File: src/rtl/uart_rx_pkg.sv
`default_nettype none
// ============================================================================
//  Module   : uart_rx_pkg
//  Brief    : Shared definitions for the UART receive path: state encoding,
//             default oversampling / frame length and the majority voter.
//  Revision : 1.0  initial release
// ============================================================================
package uart_rx_pkg;

  // Defaults shared by the start detector, receiver FSM and shift register.
  localparam int OVERSAMPLE_DEFAULT = 16;
  localparam int FRAME_BITS_DEFAULT = 10;

  // Start-detector state encoding.
  typedef enum logic [1:0] {
    ST_IDLE        = 2'd0,
    ST_START_CHECK = 2'd1,
    ST_FRAME       = 2'd2,
    ST_WAIT_HIGH   = 2'd3
  } rx_state_t;

  // Two-out-of-three vote used on the mid-bit samples.
  function automatic logic maj3(input logic a, input logic b, input logic c);
    return (a & b) | (a & c) | (b & c);
  endfunction

endpackage
`default_nettype wire

File: src/rtl/uart_rx_start_detector_if.sv
`default_nettype none
// ============================================================================
//  Module   : uart_rx_start_detector_if
//  Brief    : Serial line input and the start/sample/error pulses that the
//             start detector hands to the receiver control FSM.
//  Revision : 1.0  initial release
// ============================================================================
interface uart_rx_start_detector_if;

  logic Serial_In;      // asynchronous UART line, idle high
  logic DeStart_Bit;    // pulse: start bit confirmed
  logic Sample_Strobe;  // pulse: Sampled_Bit holds a new frame bit
  logic Sampled_Bit;    // voted bit value, held between strobes
  logic False_Start;    // pulse: start bit rejected as a glitch
  logic Framing_Error;  // pulse: stop bit sampled low
  logic Busy;           // detector is not idle

  // Detector side: consumes the line, produces the pulses.
  modport master (
    input  Serial_In,
    output DeStart_Bit,
    output Sample_Strobe,
    output Sampled_Bit,
    output False_Start,
    output Framing_Error,
    output Busy
  );

  // System side: supplies the line, consumes the pulses.
  modport slave (
    output Serial_In,
    input  DeStart_Bit,
    input  Sample_Strobe,
    input  Sampled_Bit,
    input  False_Start,
    input  Framing_Error,
    input  Busy
  );

endinterface
`default_nettype wire

File: src/rtl/line_synchronizer.sv
`default_nettype none
// ============================================================================
//  Module   : line_synchronizer
//  Brief    : Multi-flop synchronizer for the asynchronous serial line.
//             Resets to 1 (idle line level) so release never looks like an
//             edge.
//  Revision : 1.0  initial release
// ============================================================================
module line_synchronizer #(
  parameter int STAGES = 2
) (
  input  logic clk,
  input  logic rst_n,
  input  logic i_async,
  output logic o_sync
);

  logic [STAGES-1:0] r_sync;

  // Shift the raw line through STAGES flops; the last one is the safe copy.
  always_ff @(posedge clk) begin
    if (!rst_n) begin
      r_sync <= '1;
    end else begin
      r_sync <= {r_sync[STAGES-2:0], i_async};
    end
  end

  assign o_sync = r_sync[STAGES-1];

endmodule
`default_nettype wire

File: src/rtl/uart_rx_start_detector.sv
`default_nettype none
// ============================================================================
//  Module   : uart_rx_start_detector
//  Brief    : UART receive front end. Synchronizes the line, detects the
//             falling edge of a start bit, qualifies it with a mid-bit
//             majority vote and then strobes out voted mid-bit samples of
//             every frame bit. Flags false starts and low stop bits.
//  Revision : 1.0  initial release
// ============================================================================
module uart_rx_start_detector
  import uart_rx_pkg::*;
#(
  parameter int OVERSAMPLE  = OVERSAMPLE_DEFAULT,
  parameter int FRAME_BITS  = FRAME_BITS_DEFAULT,
  parameter int SYNC_STAGES = 2
) (
  input  logic                     Baud_Clk,
  input  logic                     Reset,
  uart_rx_start_detector_if.master rx
);

  localparam int PW = $clog2(OVERSAMPLE);
  localparam int BW = $clog2(FRAME_BITS + 1);
  localparam int SW = $clog2(SYNC_STAGES + 1);

  // Vote window around the bit centre H: samples at H-1, H, vote at H+1,
  // act on the registered vote at H+2.
  localparam logic [PW-1:0] c_PH_LO    = PW'(OVERSAMPLE / 2 - 1);
  localparam logic [PW-1:0] c_PH_MID   = PW'(OVERSAMPLE / 2);
  localparam logic [PW-1:0] c_PH_VOTE  = PW'(OVERSAMPLE / 2 + 1);
  localparam logic [PW-1:0] c_PH_ACT   = PW'(OVERSAMPLE / 2 + 2);
  localparam logic [PW-1:0] c_PH_LAST  = PW'(OVERSAMPLE - 1);
  localparam logic [PW-1:0] c_PH_FIRST = PW'(1);
  localparam logic [BW-1:0] c_LAST_BIT = BW'(FRAME_BITS);
  localparam logic [SW-1:0] c_SETTLED  = SW'(SYNC_STAGES);

  logic            w_line;
  logic            w_line_ok;
  logic            w_edge;
  logic            w_vote;

  rx_state_t       r_state;
  logic [PW-1:0]   r_phase;
  logic [BW-1:0]   r_bitcnt;
  logic [SW-1:0]   r_settle;
  logic            r_prev_line;
  logic            r_armed;
  logic            r_s_lo;
  logic            r_s_mid;
  logic            r_vote;

  logic            r_destart;
  logic            r_strobe;
  logic            r_sampled;
  logic            r_false;
  logic            r_ferr;
  logic            r_busy;

  line_synchronizer #(
    .STAGES (SYNC_STAGES)
  ) u_sync (
    .clk     (Baud_Clk),
    .rst_n   (Reset),
    .i_async (rx.Serial_In),
    .o_sync  (w_line)
  );

  // The synchronizer's reset ones are not real line data; only trust the
  // line once every stage has been refilled from Serial_In.
  assign w_line_ok = (r_settle == c_SETTLED);

  // A start needs a genuine high before the fall, so a line held low across
  // reset release cannot trigger.
  assign w_edge = r_armed & r_prev_line & ~w_line;

  // Vote formed from the two stored samples and the current one.
  assign w_vote = maj3(r_s_lo, r_s_mid, w_line);

  // Track the previous line level and arm edge detection once the line has
  // been seen high with valid synchronizer contents.
  always_ff @(posedge Baud_Clk) begin
    if (!Reset) begin
      r_settle    <= '0;
      r_prev_line <= 1'b1;
      r_armed     <= 1'b0;
    end else begin
      if (r_settle != c_SETTLED) begin
        r_settle <= r_settle + 1'b1;
      end
      r_prev_line <= w_line;
      if (w_line_ok && w_line) begin
        r_armed <= 1'b1;
      end
    end
  end

  // Detector FSM: bit timing counters, mid-bit voting and registered pulses.
  always_ff @(posedge Baud_Clk) begin
    if (!Reset) begin
      r_state   <= ST_IDLE;
      r_phase   <= '0;
      r_bitcnt  <= '0;
      r_s_lo    <= 1'b1;
      r_s_mid   <= 1'b1;
      r_vote    <= 1'b1;
      r_destart <= 1'b0;
      r_strobe  <= 1'b0;
      r_sampled <= 1'b1;
      r_false   <= 1'b0;
      r_ferr    <= 1'b0;
      r_busy    <= 1'b0;
    end else begin
      // Pulses are single-cycle unless re-asserted below.
      r_destart <= 1'b0;
      r_strobe  <= 1'b0;
      r_false   <= 1'b0;
      r_ferr    <= 1'b0;

      // Phase free-runs while a frame is in progress; bitcnt advances on
      // every phase wrap and never needs to wrap itself.
      if (r_state != ST_IDLE) begin
        r_phase <= r_phase + 1'b1;
        if (r_phase == c_PH_LAST) begin
          r_bitcnt <= r_bitcnt + 1'b1;
        end
        if (r_phase == c_PH_LO) begin
          r_s_lo <= w_line;
        end
        if (r_phase == c_PH_MID) begin
          r_s_mid <= w_line;
        end
        if (r_phase == c_PH_VOTE) begin
          r_vote <= w_vote;
        end
      end else begin
        r_phase  <= '0;
        r_bitcnt <= '0;
      end

      case (r_state)
        ST_IDLE: begin
          // Edge cycle is tick 0, so the next cycle is already phase 1.
          if (w_edge) begin
            r_state  <= ST_START_CHECK;
            r_phase  <= c_PH_FIRST;
            r_bitcnt <= '0;
            r_busy   <= 1'b1;
          end
        end

        ST_START_CHECK: begin
          if (r_phase == c_PH_VOTE) begin
            if (!w_vote) begin
              r_destart <= 1'b1;
            end else begin
              r_false <= 1'b1;
            end
          end
          if (r_phase == c_PH_ACT) begin
            if (!r_vote) begin
              r_state <= ST_FRAME;
            end else begin
              r_state <= ST_IDLE;
              r_busy  <= 1'b0;
            end
          end
        end

        ST_FRAME: begin
          // Falling edges are ignored here; only the vote matters.
          if (r_phase == c_PH_VOTE && r_bitcnt != '0) begin
            r_strobe  <= 1'b1;
            r_sampled <= w_vote;
            if (r_bitcnt == c_LAST_BIT && !w_vote) begin
              r_ferr <= 1'b1;
            end
          end
          // Leave right after the stop strobe so the next start edge can
          // land as early as possible.
          if (r_phase == c_PH_ACT && r_bitcnt == c_LAST_BIT) begin
            if (r_vote) begin
              r_state <= ST_IDLE;
              r_busy  <= 1'b0;
            end else begin
              r_state <= ST_WAIT_HIGH;
            end
          end
        end

        ST_WAIT_HIGH: begin
          // A break holds us here; the line must return high first.
          if (w_line) begin
            r_state <= ST_IDLE;
            r_busy  <= 1'b0;
          end
        end

        default: begin
          r_state <= ST_IDLE;
          r_busy  <= 1'b0;
        end
      endcase
    end
  end

  assign rx.DeStart_Bit   = r_destart;
  assign rx.Sample_Strobe = r_strobe;
  assign rx.Sampled_Bit   = r_sampled;
  assign rx.False_Start   = r_false;
  assign rx.Framing_Error = r_ferr;
  assign rx.Busy          = r_busy;

endmodule
`default_nettype wire

File: src/flat_wrapper.sv
// flat-port wrapper written by rule: the top's interface ports become plain ports
module uart_rx_start_detector_flat import uart_rx_pkg::*;
#(
  parameter int OVERSAMPLE  = OVERSAMPLE_DEFAULT,
  parameter int FRAME_BITS  = FRAME_BITS_DEFAULT,
  parameter int SYNC_STAGES = 2
)
  (Baud_Clk, Reset, rx_Serial_In, rx_DeStart_Bit, rx_Sample_Strobe, rx_Sampled_Bit, rx_False_Start, rx_Framing_Error, rx_Busy);
  uart_rx_start_detector_if rx_i ();
  input  logic Baud_Clk;
  input  logic Reset;
  input wire logic [$bits(rx_i.Serial_In)-1:0] rx_Serial_In;
  output wire logic [$bits(rx_i.DeStart_Bit)-1:0] rx_DeStart_Bit;
  output wire logic [$bits(rx_i.Sample_Strobe)-1:0] rx_Sample_Strobe;
  output wire logic [$bits(rx_i.Sampled_Bit)-1:0] rx_Sampled_Bit;
  output wire logic [$bits(rx_i.False_Start)-1:0] rx_False_Start;
  output wire logic [$bits(rx_i.Framing_Error)-1:0] rx_Framing_Error;
  output wire logic [$bits(rx_i.Busy)-1:0] rx_Busy;
  assign rx_i.Serial_In = rx_Serial_In;
  assign rx_DeStart_Bit = rx_i.DeStart_Bit;
  assign rx_Sample_Strobe = rx_i.Sample_Strobe;
  assign rx_Sampled_Bit = rx_i.Sampled_Bit;
  assign rx_False_Start = rx_i.False_Start;
  assign rx_Framing_Error = rx_i.Framing_Error;
  assign rx_Busy = rx_i.Busy;
  uart_rx_start_detector #(.OVERSAMPLE(OVERSAMPLE), .FRAME_BITS(FRAME_BITS), .SYNC_STAGES(SYNC_STAGES)) u_core (.Baud_Clk(Baud_Clk), .Reset(Reset), .rx(rx_i));
endmodule
File: config.mk
export PLATFORM = sky130hd
export DESIGN_NAME = uart_rx_start_detector_flat
export DESIGN_NICKNAME = d
export VERILOG_FILES = /design/src/rtl/uart_rx_pkg.sv /design/src/rtl/uart_rx_start_detector_if.sv /design/src/rtl/line_synchronizer.sv /design/src/rtl/uart_rx_start_detector.sv /design/src/flat_wrapper.sv
export SDC_FILE = /design/constraint.sdc
export NUM_CORES = 1
export LEC_CHECK = 0
export BUFFER_PORTS_ARGS = -buffer_cell sky130_fd_sc_hd__buf_2
export CAP_MARGIN = 15
export CORE_ASPECT_RATIO = 1.5
export CORE_MARGIN = 3
export CORE_UTILIZATION = 57
export CTS_CLUSTER_DIAMETER = 30
export DETAILED_ROUTE_END_ITERATION = 8
export PLACE_DENSITY_LB_ADDON = 0.3
export SETUP_SLACK_MARGIN = 0.3
export SLEW_MARGIN = 20
export SYNTH_ARGS = -nofsm -noshare
export SYNTH_HDL_FRONTEND = slang
export SYNTH_SLANG_ARGS = --single-unit
export TNS_END_PERCENT = 100
File: constraint.sdc
create_clock -name Baud_Clk -period 1.9 [get_ports Baud_Clk]
set_input_delay 0.19 -clock Baud_Clk [delete_from_list [all_inputs] [get_ports Baud_Clk]]
set_output_delay 0.19 -clock Baud_Clk [all_outputs]
set_load 0.05 [all_outputs]
==> impl_metrics.tcl, run 1 <==
set metrics [dict create \
    crit_chain "inv_1 > ha_1 > or2_4 > a22oi_2 > nand3_2 > mux2i_1" \
    rr_worst_depth 6 \
    synthDistinctLibCells 33 \
    setup_viol 0 \
    period_minus_slack_ps 1488 \
    cp.arrival_ps 1720 \
    cts_root_buf "clkbuf_4" \
    yosysMostFrequentCell "dfxtp_1" \
    avgViaCountPerCell 5.281 \
    synthTopCellsByCount "25 x dfxtp_1, 12 x ha_1, 12 x nand2_1" \
    endpoint_kind "flop" \
    synth_area_mm2 0.001200 \
    wire_per_inst_um 12.38 \
    dr.pass1.iters 4 \
    drtIter0Drc 10 \
    avgSynthCellArea_um2 9.523 \
    worstPathRequired_ps 2130 \
    p_clk_share_pct 20.0 \
    peakVddDrop_uv 651.2 \
    tns_ps 0 \
    drt-total-wl_um 1894 \
    crit_fanout 4 \
    cts-htree-levels 1 \
    fillers 168 \
    fin_crit_sh_pct 78.31 \
    cts.sinks 25 \
    routed-via-count 808 \
    clkTransAtPathRegs_ps 140 \
    hold_class "primary input to flop" \
    antenna_cells 0 \
    routabilityCongestion 0.7142 \
    skew_ps 3.582 \
    synth_nets 141 \
    rr_startpoint "u_core.r_state[1]$_SDFFE_PN0P_" \
    max_slew_margin_pct 79.10 \
    start_util_pct 63.09 \
    fmax_mhz 672.1 \
    p_leak_uw 0.0005284 \
    outcome "completed" \
    area_delta_synth_final_pct 7.404 \
    cts_made_buffers 3 \
    die_x_um 43.46 \
    synthCells 126 \
    core_area_mm2 0.001902 \
    die_area_mm2 0.002703 \
    switching_share_pct 33.12 \
    portBuffers 8 \
    rows 19 \
    tightest_slew_ps 313.1 \
    drv_cap 0 \
    rrSetupSlack_ps 410 \
    clk_path_buf_depth 2 \
    yosys_warnings 0 \
    p_sw_uw 403.5 \
    clk_latency_ps 320 \
    crit_path_start_kind "flop" \
    route.detailed.drc 0 \
    grt_setup_unrepaired "no" \
    drive_gt1_share_pct 19.70 \
    max_stage_delay_ps 380 \
    ant_nets 0 \
    worst_path_max_delay_cell "dfxtp_2" \
    p_comb_share_pct 28.9 \
    antenna_found_initial 0 \
    hpwlAfterDp_um 1420 \
    synth_area_leaders "dfxtp_1 42%, ha_1 13%, mux2i_1 5.8%, nand2_1 3.8%, inv_1 3.4%" \
    track_usage_pct 15.69 \
    netlist.area_leader.share_pct 41.71 \
    async_flop_share_pct 0 \
    crit_type "flop to flop" \
    power-per-cell-area_mw_per_mm2 945.3 \
    post-synth-top-area-cell "dfxtp_1" \
    total_power_uw 1218 \
    holdBufCountCts 0 \
    pwr-share-seq_pct 51.1 \
    synth_enable_flop_cells 0 \
    grt_max_degree 20 \
    crit_path_end "u_core.r_state[1]$_SDFFE_PN0P_" \
    grt_pass1_vias 767 \
    drv_slew 0 \
    globalRouteOverflowTotal 0 \
    ys_seq_elements 25 \
    fin_nets 148 \
    p_int_uw 814.7 \
    worstSetupStartpoint "u_core.r_state[1]$_SDFFE_PN0P_" \
    yosysSeqAreaShare_pct 41.71 \
    grt_pass1_wl_um 3256 \
    synthFlopType "dfxtp_1" \
    hold_viol 0 \
    cts_tree "yes" \
    die_height_um 62.19 \
    pin_count 9 \
    worstReg2RegEnd "u_core.r_state[1]$_SDFFE_PN0P_" \
]
-- registers in the layout, indices dropped and copies added, names as in the netlist --
signal                   count
u_core.rx.Sample_Strobe      1
u_core.rx.DeStart_Bit        1
u_core.r_phase               4
u_core.rx.False_Start        1
u_core.r_s_lo                1
u_core.rx.Framing_Error      1
u_core.r_settle              2
u_core.r_state               2
u_core.r_s_mid               1
u_core.u_sync.r_sync         2
u_core.rx.Sampled_Bit        1
u_core.r_prev_line           1
u_core.rx.Busy               1
u_core.r_vote                1
u_core.r_bitcnt              4
u_core.r_armed               1
-- worst min-delay path by stage --
| stage | end | start | cells past startpoint | slack (ps) |
|---|---|---|---|---|
| floorplan | u_core.u_sync.r_sync[0]$_SDFF_PN1_ | rx_Serial_In | 1 | 290 |
| global placement | u_core.u_sync.r_sync[0]$_SDFF_PN1_ | rx_Serial_In | 2 | 370 |
| detailed placement | u_core.u_sync.r_sync[0]$_SDFF_PN1_ | rx_Serial_In | 2 | 380 |
| CTS | u_core.u_sync.r_sync[0]$_SDFF_PN1_ | rx_Serial_In | 2 | 30 |
| global route | u_core.u_sync.r_sync[0]$_SDFF_PN1_ | rx_Serial_In | 2 | 50 |
| finish | u_core.u_sync.r_sync[0]$_SDFF_PN1_ | rx_Serial_In | 2 | 40 |
-- layout by cell type, fill, tap and decap left out --
cell	instances
dfxtp_1	23
nand2_1	12
inv_1	11
nor2_1	11
ha_1	11
buf_2	8
mux2i_1	7
o21ai_0	5
nand2b_1	4
xnor2_1	3
nand3b_1	3
a21oi_1	3
nand3_1	3
clkbuf_4	3
xor2_1	2
and2_1	2
nand2b_2	1
and4bb_2	1
or2_4	1
a22oi_2	1
nand3_2	1
maj3_1	1
nand3b_4	1
or2_2	1
nand4_1	1
or3_1	1
o2111ai_2	1
nor2b_1	1
a211oi_4	1
and2_4	1
nor3b_2	1
nor3_1	1
o311ai_0	1
ha_2	1
clkinvlp_4	1
dfxtp_4	1
dfxtp_2	1
-- power groups by stage --
stage	clock network (µW)	logic [µW]	registers, µW
floorplan	0	224	661
global placement	0	303	626
detailed placement	0	323	629
CTS	249	334	619
global route	271	403	631
finish	243	352	623
-- cells by family (layout without fill, tap and decap cells) --
logic type	count (synthesis)	after routing	synth area share [%]
adders and majority gates	13	13	13.35
muxes	7	7	5.840
AOI/OAI and AO/OA	12	12	7.091
and+or+nand+nor	47	47	21.90
buffers and inverters	17	23	6.465
DFF	25	25	41.71
xor gates and xnor gates	5	5	3.650
-- timing repair --
| action | in CTS | in global routing |
|---|---|---|
| buffers inserted | 0 | 0 |
| resized for setup | 3 | 6 |
| endpoints found under the setup margin | 3 | 3 |
| pin swaps | 1 | 2 |
-- through the flow --
step                hold WS [ps]  utilization, %  area, µm²  instances  setup slack (ps)
finish                     41.66           67.76       1289        153             412.2
global route               47.54           67.76       1289        153             297.4
CTS                        34.29           66.64       1267        153             345.5
detailed placement         377.8           64.67       1230        149             281.0
global placement           370.8           64.67       1230        149             381.8
floorplan                  291.5               -       1200        126             433.2
-- final cells by class --
cell class / count / area (µm²) / area share [%]
Tap cell: 21 / 26.28 / 2.039
Clock inverter: 1 / 7.507 / 0.5825
Multi-Input combinational cell: 84 / 645.6 / 50.10
Timing Repair Buffer: 8 / 40.04 / 3.107
Sequential cell: 25 / 505.5 / 39.22
Clock buffer: 3 / 22.52 / 1.748
Inverter: 11 / 41.29 / 3.204
-- metal layers --
layer	share of wire (%)	track usage (%)	vias up
li1	-	-	425
met5	0	0	-
met3	2.0	1.734	4
met4	1.6	7.925	0
met1	42	17.06	372
met2	54	28.33	7
-- worst max-delay path: cells and delay by family (launching register included) --
kind	cells	cell delay, ps
AOI/OAI and AO/OA	1	210
muxes	1	140
adders and majority gates	1	200
and+or+nand+nor	2	410
buffers and inverters	1	60
DFF	1	380
Power figures use the tool's default switching activity.
==> inputs of run 2 (changes only) <==
--- a/config.mk
+++ b/config.mk
@@ -5,6 +5,7 @@
 export SDC_FILE = /design/constraint.sdc
 export NUM_CORES = 1
 export LEC_CHECK = 0
+export ABC_AREA = 1
 export BUFFER_PORTS_ARGS = -buffer_cell sky130_fd_sc_hd__buf_2
 export CAP_MARGIN = 15
 export CORE_ASPECT_RATIO = 1.5
==> constraint.sdc (replaced) <==
create_clock -name Baud_Clk -period 1.4 [get_ports Baud_Clk]
set_input_delay 0.14 -clock Baud_Clk [delete_from_list [all_inputs] [get_ports Baud_Clk]]
set_output_delay 0.14 -clock Baud_Clk [all_outputs]
set_load 0.05 [all_outputs]
==> run 2 against run 1 <==
Sequential cell count did not move. Sequential power rose by 42%. Synthesized area fell by 3.1%. Clock skew rose by 10 ps. Die area fell by 2.8%. Worst setup slack got worse by 370 ps. Maximum frequency rose by 9.5%. Count of clock-buffer cells in the layout rose by 1. Non-clock buffer count rose by 15. Wire length rose by 87%. Combinational power rose to 3.2 times the previous value.
==> impl_metrics.tcl, run 2 <==
set metrics [dict create \
    ant_nets 0 \
    dr.pass1.iters 4 \
    finalNonFillerCells 188 \
    netlist.area_leader.share_pct 43.06 \
    crit_path_end "u_core.rx.Busy$_SDFFE_PN0P_" \
    worstPathRequired_ps 1680 \
    p_clk_share_pct 13.7 \
    rr_worst_depth 8 \
    grt_pass1_vias 1002 \
    layout_common_cells "16 x dfxtp_1, 14 x nor2_1, 13 x nand2_1, 9 x inv_1" \
    pwr-share-seq_pct 37.8 \
    worstSetupStartpoint "u_core.r_phase[0]$_SDFF_PN0_" \
    start_util_pct 61.89 \
    path_buf_inv 1 \
    drtIter0Drc 52 \
    setup_viol 0 \
    routabilityCongestion 0.8212 \
    die_height_um 61.31 \
    fin_crit_sh_pct 97.04 \
    holdPathStages 2 \
    globalRouteOverflowTotal 0 \
    clkTransAtPathRegs_ps 140 \
    synthFlopType "dfxtp_1" \
    avgViaCountPerCell 5.793 \
    avgSynthCellArea_um2 8.244 \
    route.detailed.drc 0 \
    outcome "completed" \
    largestRegisters "u_core.r_bitcnt (4), u_core.r_phase (4)" \
    switching_share_pct 39.11 \
    tightest_slew_ps 261.5 \
    core_area_mm2 0.001878 \
    fmax_mhz 736.0 \
    synth_area_mm2 0.001162 \
    power-per-cell-area_mw_per_mm2 1430 \
    cts_made_buffers 3 \
    total_power_uw 2335 \
    antenna_found_initial 0 \
    multi_input_area_um2 758.2 \
    synthCells 141 \
    rows 19 \
    synth_area_leaders "dfxtp_1 43%, ha_1 13%, nand2_1 6.8%, inv_1 6.5%, nor2_1 5.5%" \
    clk_latency_ps 320 \
    synthDistinctLibCells 23 \
    rr_startpoint "u_core.r_phase[0]$_SDFF_PN0_" \
    drv_cap 0 \
    grt_max_degree 14 \
    track_usage_pct 21.95 \
    fillers 89 \
    ys_seq_elements 25 \
    routed-via-count 1089 \
    portBuffers 8 \
    yosys_warnings 0 \
    crit_chain "inv_2 > ha_1 > nand3_1 > nand2_2 > nand2_2 > nor2_4 > a21oi_1 > nor2_1" \
    synth_enable_flop_cells 0 \
    critPathTopFamily "simple AND/OR/NAND/NOR gates" \
    die_area_mm2 0.002628 \
    skew_ps 13.67 \
    p_int_uw 1422 \
    crit_path_start_kind "flop" \
    area_delta_synth_final_pct 40.47 \
    peakVddDrop_uv 1051 \
    holdBufCountCts 0 \
    placed_cells 171 \
    drt-total-wl_um 3535 \
    cp.arrival_ps 1630 \
    crit_type "flop to flop" \
    drv_slew 0 \
    die_x_um 42.87 \
    cts_root_buf "clkbuf_4" \
    hold_viol 0 \
    antenna_cells 0 \
    p_comb_share_pct 48.4 \
    period_minus_slack_ps 1359 \
    post-synth-top-area-cell "dfxtp_1" \
    grt_setup_unrepaired "yes" \
    endpoint_kind "flop" \
    hpwlAfterDp_um 1625 \
    worst_path_max_delay_cell "dfxtp_4" \
    pin_count 9 \
    yosysMostFrequentCell "dfxtp_1" \
    clk_path_buf_depth 2 \
    grt_pass1_wl_um 4291 \
    cpMostUsedCell "nand2_2" \
    fin_nets 183 \
    cts_tree "yes" \
    p_leak_uw 0.0006721 \
    wire_per_inst_um 18.80 \
    max_stage_delay_ps 380 \
    final_common_cell "dfxtp_1" \
    cts-htree-levels 1 \
    hold_class "primary input to flop" \
    async_flop_share_pct 0 \
    crit_fanout 6 \
    hold_start "rx_Serial_In" \
    drive_gt1_share_pct 50.90 \
    path_depth 8 \
    synthTopCellsByCount "25 x dfxtp_1, 21 x nand2_1, 20 x inv_1" \
    cts.sinks 25 \
    worstReg2RegEnd "u_core.rx.Busy$_SDFFE_PN0P_" \
    max_slew_margin_pct 82.42 \
    yosysSeqAreaShare_pct 43.06 \
    p_sw_uw 913.2 \
    ff_latch_area_um2 521.8 \
    rrSetupSlack_ps 40 \
    synth_nets 156 \
]
## run 2: changes by cell type after synthesis, sizes merged, moves of 5 or more
cell	previous run	this run
nand2b	5	0
mux2i	7	0
nand2	12	23
nand3	4	10
a21oi	3	9
inv	11	22
nor2	11	20
## run 2: area by class of cell
class / count / area share, %
clock buffer: 4 / 1.609
tap: 21 / 1.609
inverter: 22 / 5.977
timing repair buffer: 23 / 12.41
multi-input combinational: 93 / 46.44
sequential: 25 / 31.95
## run 2: power groups by stage
| stage | clock, µW | combinational [µW] | sequential (µW) |
|---|---|---|---|
| after global routing | 345 | 1230 | 892 |
| final | 321 | 1130 | 884 |
| after floorplan | 0 | 394 | 890 |
| after CTS | 322 | 721 | 872 |
| after detailed placement | 0 | 533 | 872 |
| after global placement | 0 | 515 | 866 |
## run 2: logic make-up after synthesis
kind of cell    count (synthesis)  synth area share [%]
buf+inv                        23                 7.535
xor+xnor                        2                 1.507
fa+ha+maj                      12                 12.92
simple gates                   58                 24.76
compound gates                 21                 10.23
flops                          25                 43.06
## run 2: worst min path at each step
| stage | to | slack (ps) |
|---|---|---|
| 2_1_floorplan | u_core.u_sync.r_sync[0]$_SDFF_PN1_ | 250 |
| 4_1_cts | u_core.u_sync.r_sync[0]$_SDFF_PN1_ | 2 |
| 3_5_place_dp | u_core.u_sync.r_sync[0]$_SDFF_PN1_ | 330 |
| 3_3_place_gp | u_core.u_sync.r_sync[0]$_SDFF_PN1_ | 330 |
| 5_1_grt | u_core.u_sync.r_sync[0]$_SDFF_PN1_ | -0.2 |
| 6_report | u_core.u_sync.r_sync[0]$_SDFF_PN1_ | 3 |
## run 2: repair_timing
action	CTS	global route
hold endpoints to repair	0	0
setup endpoints to repair	14	17
buffers inserted	6	7
resized for setup	34	33
pin swaps	17	19
cloned	0	0
## run 2: routing by layer
metal / routed length, µm / GRT usage [%]
met1: 1338 / 21.54
met2: 1860 / 43.78
met3: 175 / 2.924
met4: 161 / 11.56
met5: 0 / 0
## run 2: metrics by stage
step	hold WS (ps)	worst slack, ps	instance area (µm²)	utilization, %	setup TNS, ps
2_1_floorplan	246.6	216.2	1195	-	0
3_3_place_gp	328.0	156.8	1271	67.69	0
3_5_place_dp	330.8	122.6	1271	67.69	0
4_1_cts	1.813	134.3	1434	76.35	0
5_1_grt	-0.1772	-67.02	1633	86.94	-157.7
6_report	2.963	41.38	1633	86.94	0
